**src/rtl/ps2_host_tx.sv**
```systemverilog
// ps2_host_tx: sends one command byte to a PS/2 device over open-drain CLK/DAT pads.
// Optional build macro PS2_TX_CLK_FILTER_EN adds a FILTER_LEN-sample stability filter on CLK.
module ps2_host_tx #(
  parameter int INHIBIT_CYCLES = 6000,
  parameter int TIMEOUT_CYCLES = 1000000,
  parameter int FILTER_LEN     = 8
) (
  input  logic       clk,
  input  logic       reset,
  input  logic [7:0] tx_data,
  input  logic       tx_valid,
  output logic       tx_ready,
  output logic       tx_busy,
  output logic       tx_done,
  output logic       tx_error,
  input  logic       ps2_clk_in,
  input  logic       ps2_dat_in,
  output logic       ps2_clk_oe,
  output logic       ps2_dat_oe
);

  localparam int IW = (INHIBIT_CYCLES > 2) ? $clog2(INHIBIT_CYCLES) : 1;
  localparam int TW = $clog2(TIMEOUT_CYCLES);

  localparam logic [2:0] ST_IDLE      = 3'd0;
  localparam logic [2:0] ST_INHIBIT   = 3'd1;
  localparam logic [2:0] ST_REQ       = 3'd2;
  localparam logic [2:0] ST_DATA      = 3'd3;
  localparam logic [2:0] ST_PARITY    = 3'd4;
  localparam logic [2:0] ST_STOP      = 3'd5;
  localparam logic [2:0] ST_ACK       = 3'd6;
  localparam logic [2:0] ST_WAIT_IDLE = 3'd7;

  if (INHIBIT_CYCLES < 2 || TIMEOUT_CYCLES < 2 || FILTER_LEN < 1) begin : g_param_check
    $error("ps2_host_tx: INHIBIT_CYCLES/TIMEOUT_CYCLES must be >= 2 and FILTER_LEN >= 1");
  end

  logic [2:0]    state_q, state_d;
  logic          clk_meta_q, clk_meta_d, clk_sync_q, clk_sync_d;
  logic          dat_meta_q, dat_meta_d, dat_sync_q, dat_sync_d;
  logic          clk_prev_q, clk_prev_d;
  logic [7:0]    data_q, data_d;
  logic          parity_q, parity_d;
  logic [3:0]    bitcnt_q, bitcnt_d;
  logic [IW-1:0] inh_cnt_q, inh_cnt_d;
  logic [TW-1:0] to_cnt_q, to_cnt_d;
  logic          clk_oe_q, clk_oe_d, dat_oe_q, dat_oe_d;
  logic          done_q, done_d, err_q, err_d;
  logic          ready_q, ready_d, busy_q, busy_d;
  logic          clk_lvl, clk_fall, timed;

  always_comb begin
    clk_meta_d = ps2_clk_in;
    clk_sync_d = clk_meta_q;
    dat_meta_d = ps2_dat_in;
    dat_sync_d = dat_meta_q;
    clk_prev_d = clk_lvl;
  end

`ifdef PS2_TX_CLK_FILTER_EN
  localparam int FW = $clog2(FILTER_LEN + 1);

  logic          flt_q, flt_d;
  logic [FW-1:0] flt_cnt_q, flt_cnt_d;

  // The filtered level follows CLK only after FILTER_LEN samples in a row disagree with it.
  always_comb begin
    flt_d     = flt_q;
    flt_cnt_d = '0;
    if (clk_sync_q != flt_q) begin
      if (flt_cnt_q == FW'(FILTER_LEN - 1)) flt_d = clk_sync_q;
      else                                  flt_cnt_d = flt_cnt_q + 1'b1;
    end
  end

  always_ff @(posedge clk) begin
    if (reset) begin
      flt_q     <= 1'b1;
      flt_cnt_q <= '0;
    end else begin
      flt_q     <= flt_d;
      flt_cnt_q <= flt_cnt_d;
    end
  end

  assign clk_lvl = flt_q;
`else
  assign clk_lvl = clk_sync_q;
`endif

  assign clk_fall = clk_prev_q & ~clk_lvl;
  assign timed    = (state_q >= ST_REQ);

  always_comb begin
    state_d   = state_q;
    data_d    = data_q;
    parity_d  = parity_q;
    bitcnt_d  = bitcnt_q;
    inh_cnt_d = inh_cnt_q;
    to_cnt_d  = to_cnt_q;
    clk_oe_d  = clk_oe_q;
    dat_oe_d  = dat_oe_q;
    done_d    = 1'b0;
    err_d     = 1'b0;

    if (timed && to_cnt_q != '1) to_cnt_d = to_cnt_q + 1'b1;

    case (state_q)
      ST_IDLE: begin
        clk_oe_d = 1'b0;
        dat_oe_d = 1'b0;
        if (tx_valid) begin
          data_d    = tx_data;
          parity_d  = ~^tx_data;
          inh_cnt_d = '0;
          clk_oe_d  = 1'b1;
          state_d   = ST_INHIBIT;
        end
      end
      ST_INHIBIT: begin
        inh_cnt_d = inh_cnt_q + 1'b1;
        // Start bit goes low while CLK is still held, so it is present the moment CLK is released.
        if (inh_cnt_q == IW'(INHIBIT_CYCLES - 2)) dat_oe_d = 1'b1;
        if (inh_cnt_q == IW'(INHIBIT_CYCLES - 1)) begin
          clk_oe_d = 1'b0;
          dat_oe_d = 1'b1;
          to_cnt_d = '0;
          bitcnt_d = '0;
          state_d  = ST_REQ;
        end
      end
      ST_REQ, ST_DATA: begin
        state_d = ST_DATA;
        if (clk_fall) begin
          dat_oe_d = ~data_q[bitcnt_q[2:0]];
          bitcnt_d = bitcnt_q + 1'b1;
          if (bitcnt_q == 4'd7) state_d = ST_PARITY;
        end
      end
      ST_PARITY: begin
        if (clk_fall) begin
          dat_oe_d = ~parity_q;
          bitcnt_d = bitcnt_q + 1'b1;
          state_d  = ST_STOP;
        end
      end
      ST_STOP: begin
        if (clk_fall) begin
          dat_oe_d = 1'b0;
          bitcnt_d = bitcnt_q + 1'b1;
          state_d  = ST_ACK;
        end
      end
      ST_ACK: begin
        if (clk_fall) begin
          bitcnt_d = bitcnt_q + 1'b1;
          if (!dat_sync_q) begin
            state_d = ST_WAIT_IDLE;
          end else begin
            err_d   = 1'b1;
            state_d = ST_IDLE;
          end
        end
      end
      ST_WAIT_IDLE: begin
        if (clk_lvl && dat_sync_q) begin
          done_d  = 1'b1;
          state_d = ST_IDLE;
        end
      end
      default: state_d = ST_IDLE;
    endcase

    // Timeout overrides whatever the current state decided, including a same-cycle ACK.
    if (timed && to_cnt_q == TW'(TIMEOUT_CYCLES - 1)) begin
      state_d  = ST_IDLE;
      clk_oe_d = 1'b0;
      dat_oe_d = 1'b0;
      done_d   = 1'b0;
      err_d    = 1'b1;
    end

    ready_d = (state_d == ST_IDLE);
    busy_d  = (state_d != ST_IDLE);
  end

  always_ff @(posedge clk) begin
    if (reset) begin
      state_q    <= ST_IDLE;
      clk_meta_q <= 1'b1;
      clk_sync_q <= 1'b1;
      dat_meta_q <= 1'b1;
      dat_sync_q <= 1'b1;
      clk_prev_q <= 1'b1;
      data_q     <= '0;
      parity_q   <= 1'b0;
      bitcnt_q   <= '0;
      inh_cnt_q  <= '0;
      to_cnt_q   <= '0;
      clk_oe_q   <= 1'b0;
      dat_oe_q   <= 1'b0;
      done_q     <= 1'b0;
      err_q      <= 1'b0;
      ready_q    <= 1'b1;
      busy_q     <= 1'b0;
    end else begin
      state_q    <= state_d;
      clk_meta_q <= clk_meta_d;
      clk_sync_q <= clk_sync_d;
      dat_meta_q <= dat_meta_d;
      dat_sync_q <= dat_sync_d;
      clk_prev_q <= clk_prev_d;
      data_q     <= data_d;
      parity_q   <= parity_d;
      bitcnt_q   <= bitcnt_d;
      inh_cnt_q  <= inh_cnt_d;
      to_cnt_q   <= to_cnt_d;
      clk_oe_q   <= clk_oe_d;
      dat_oe_q   <= dat_oe_d;
      done_q     <= done_d;
      err_q      <= err_d;
      ready_q    <= ready_d;
      busy_q     <= busy_d;
    end
  end

  assign tx_ready   = ready_q;
  assign tx_busy    = busy_q;
  assign tx_done    = done_q;
  assign tx_error   = err_q;
  assign ps2_clk_oe = clk_oe_q;
  assign ps2_dat_oe = dat_oe_q;

endmodule

```
**config.mk**
```make
export PLATFORM = sky130hd
export DESIGN_NAME = ps2_host_tx
export DESIGN_NICKNAME = d
export VERILOG_FILES = /design/src/rtl/ps2_host_tx.sv
export SDC_FILE = /design/constraint.sdc
export NUM_CORES = 1
export LEC_CHECK = 0
export CORE_AREA = 2 2 73 75
export CTS_BUF_LIST = sky130_fd_sc_hd__clkbuf_4 sky130_fd_sc_hd__clkbuf_8
export CTS_CLUSTER_SIZE = 28
export DETAILED_ROUTE_END_ITERATION = 7
export DIE_AREA = 0 0 75 77
export GPL_ROUTABILITY_DRIVEN = 0
export PLACE_DENSITY = 0.87
export SYNTH_ARGS = -nofsm -noshare
export SYNTH_HDL_FRONTEND = slang
export SYNTH_SLANG_ARGS = --single-unit
```
**constraint.sdc**
```tcl
create_clock -name clk -period 2.72 [get_ports clk]
set_input_delay 0.408 -clock clk [delete_from_list [all_inputs] [get_ports clk]]
set_output_delay 0.408 -clock clk [all_outputs]
set_load 0.005 [all_outputs]
```
==> impl_metrics.py <==
metrics = {
    "run_status": {
        "status": "finished clean",
    },
    "clock_tree": {
        "cts-root-buf": "clkbuf_8",
        "cts_tree": "yes",
        "ctsResizeCount": 0,
        "insertion_delay_ps": 340,
        "ctsHoldBuffers": 0,
        "cts_buffer_depth": 2,
        "clock-sinks": 60,
        "cts_setup_buffers": 0,
        "clk_pin_slew_ps": 70,
        "numCtsBuffers": 9,
        "htree_levels": 3,
    },
    "synthesis": {
        "syn_area_per_cell_um2": 8.60,
        "yosys.area.top_type_share_pct": 39.9,
        "ys_warn_count": 0,
        "yosysSeqAreaShare_pct": 39.9,
        "synth_edf_count": 0,
        "synth_cell_type_count": 58,
        "ys_async_sr_fraction_pct": 0,
        "synth_seq_cells": 60,
        "syn_inst": 350,
        "synth_area_um2": 3010,
        "synth_flop_cell": "dfxtp_1",
        "syn_nets": 367,
        "synthTopCellsByArea": "dfxtp_1, nand2_1, xnor2_1",
        "yosysTopAreaCell": "dfxtp_1",
    },
    "sta": {
        "worstMarginPinSlew_ps": 854,
        "rsz0062_at_grt": "false",
        "slew_violations": 0,
        "setup_viol": 0,
        "hold_viol": 0,
        "final.period_utilization_pct": 80.5,
        "tns_ps": 0,
        "worst_clock_skew_ps": 5.18,
        "slew_headroom_pct": 42.6,
        "fin_crit_ps": 2190,
        "max_freq_mhz": 457,
    },
    "grt": {
        "antenna_found_initial": 0,
        "first_global_vias": 2372,
        "grt_pass1_wl_mm": 10.5,
        "grt_max_degree": 30,
        "grt-ovfl-total": 0,
        "grtUsageTotal_pct": 23.4,
    },
    "floorplan": {
        "die_h_um": 77,
        "die_w_um": 75,
        "dieArea_um2": 5780,
        "core_area_um2": 4980,
        "pin_count": 19,
        "row_count": 26,
        "start_util_pct": 60.5,
    },
    "placed_design": {
        "place_area_um2": 3240,
        "io_buffers": 18,
        "place_inst": 427,
        "dp_hpwl_mm": 4.37,
    },
    "detailed_routing": {
        "avgViaCountPerCell": 5.79,
        "antenna_left": 0,
        "wl_mm": 6.27,
        "wire_per_inst_um": 14.2,
        "dr.pass1.iters": 4,
        "drtIter0Drc": 170,
        "vias": 2567,
        "drcViolationCount": 0,
    },
    "layout": {
        "final_layout_size_suffix_gt1_share_pct": 12.3,
        "nets": 385,
        "area_growth_pct": 14.7,
        "n_antenna_cell": 0,
        "finish.instance_area_um2": 3460,
        "final_common_cell": "dfxtp_1",
        "stdcell_count": 443,
        "nFillCells": 393,
        "mostFrequentLayoutCells": "dfxtp_1, nand2_1, nor2_1",
    },
    "critical_path": {
        "crit_fanout": 13,
        "reg2reg_depth": 5,
        "crit_type": "reg2reg",
        "timing.rr.end": "inh_cnt_q[10]",
        "critPathLaunchType": "flip-flop",
        "required_ps": 2990,
        "r2r-start": "state_q[0]",
        "critPathArrivalTime_ps": 2460,
        "r2r_slack_ps": 530,
        "end_kind": "flip-flop",
    },
    "job": {
        "cap_violations": 0,
    },
    "min_path": {
        "hold_end": "clk_lvl",
        "min-delay-start": "clk_meta_q",
        "hold_depth": 1,
        "min_path_type": "reg2reg",
    },
    "pwr": {
        "peakVddDrop_uv": 376,
        "powerDensity_nw_per_um2": 561,
        "total_leakage_power_nw": 1.15,
    },
}
==> report_power, final <==
part | internal, mW | switching (mW)
Combinational | 0.0648 | 0.0724
Clock | 0.546 | 0.342
Sequential | 0.899 | 0.0151
Total | 1.51 | 0.429
==> cells in the mapped netlist (all sizes together) (4+ instances only) <==
library cell	instances
nand4	13
xor2	5
xnor2	18
or2	7
nor2	40
nor3b	5
ha	4
or3	5
dfxtp	60
buf	6
nand3	13
or4	4
and2	5
nor3	9
a311oi	5
a31oi	9
o211ai	4
o21ai	7
nand2	42
nor4b	4
clkbuf	8
a21oi	30
inv	11
==> per-stage QoR <==
step	power, mW	hold slack, ps	setup slack [ps]	util, %
floorplan	1.02	389	965	-
global placement	1.07	392	677	65.0
detailed placement	1.07	402	554	65.0
CTS	1.95	418	537	69.4
global route	1.99	429	308	69.4
finish	1.94	414	532	69.4
==> cell families (layout without fill, tap and decap cells) <==
| kind of cell | count (synthesis) | in the layout | synth area share [%] |
|---|---|---|---|
| buffers and inverters | 25 | 48 | 3.57 |
| flip-flops | 60 | 60 | 39.9 |
| adder cells (fa/ha/maj) | 4 | 4 | 1.66 |
| AND/OR/NAND/NOR | 162 | 162 | 30.3 |
| XOR/XNOR | 23 | 23 | 6.69 |
| multiplexers | 6 | 6 | 2.91 |
| AO/OA/AOI/OAI | 70 | 70 | 15.0 |
==> critical path, stage by stage, from the launching register on <==
cell     delay (ps)
dfxtp_1         530
or3b_4          510
nor3_1          410
and3_1          240
mux2_1          320
nor2_1          110
==> flip-flops by register name, summed over array words and instances, names as in the netlist <==
| register | cells |
|---|---|
| ps2_dat_oe | 1 |
| to_cnt_q | 20 |
| clk_meta_q | 1 |
| bitcnt_q | 4 |
| dat_meta_q | 1 |
| parity_q | 1 |
| tx_done | 1 |
| inh_cnt_q | 13 |
| tx_error | 1 |
| clk_prev_q | 1 |
| data_q | 8 |
| tx_busy | 1 |
| tx_ready | 1 |
| clk_lvl | 1 |
| ps2_clk_oe | 1 |
| dat_sync_q | 1 |
| state_q | 3 |
==> per-layer routing <==
layer	wire length (um)	vias up	GRT usage, %	part of all wire (%)
met5	0	-	0	0
met3	279	13	4.47	4.4
li1	-	1306	-	-
met2	3100	65	36.4	49
met1	2770	1183	30.4	44
met4	123	0	11.6	2.0
==> how the worst max path moves through the flow <==
stage / startpoint / endpoint / slack, ps / depth (start not counted)
3_3_place_gp: state_q[2] / tx_busy / 680 / 4
4_1_cts: state_q[0] / inh_cnt_q[10] / 540 / 5
5_1_grt: state_q[0] / inh_cnt_q[10] / 310 / 5
2_1_floorplan: to_cnt_q[0] / to_cnt_q[8] / 960 / 6
6_report: state_q[0] / inh_cnt_q[10] / 530 / 5
3_5_place_dp: state_q[0] / inh_cnt_q[10] / 550 / 5
==> cell type report <==
class,instances,area [um^2],area share (%)
clock buffer,11,145,4.20
sequential,60,1200,34.8
inverter,11,41.3,1.19
tap,70,87.6,2.53
multi-input combinational,265,1700,49.3
timing repair buffer,21,203,5.87
clock inverter,5,75.1,2.17
(Power assumes the default switching activity.)
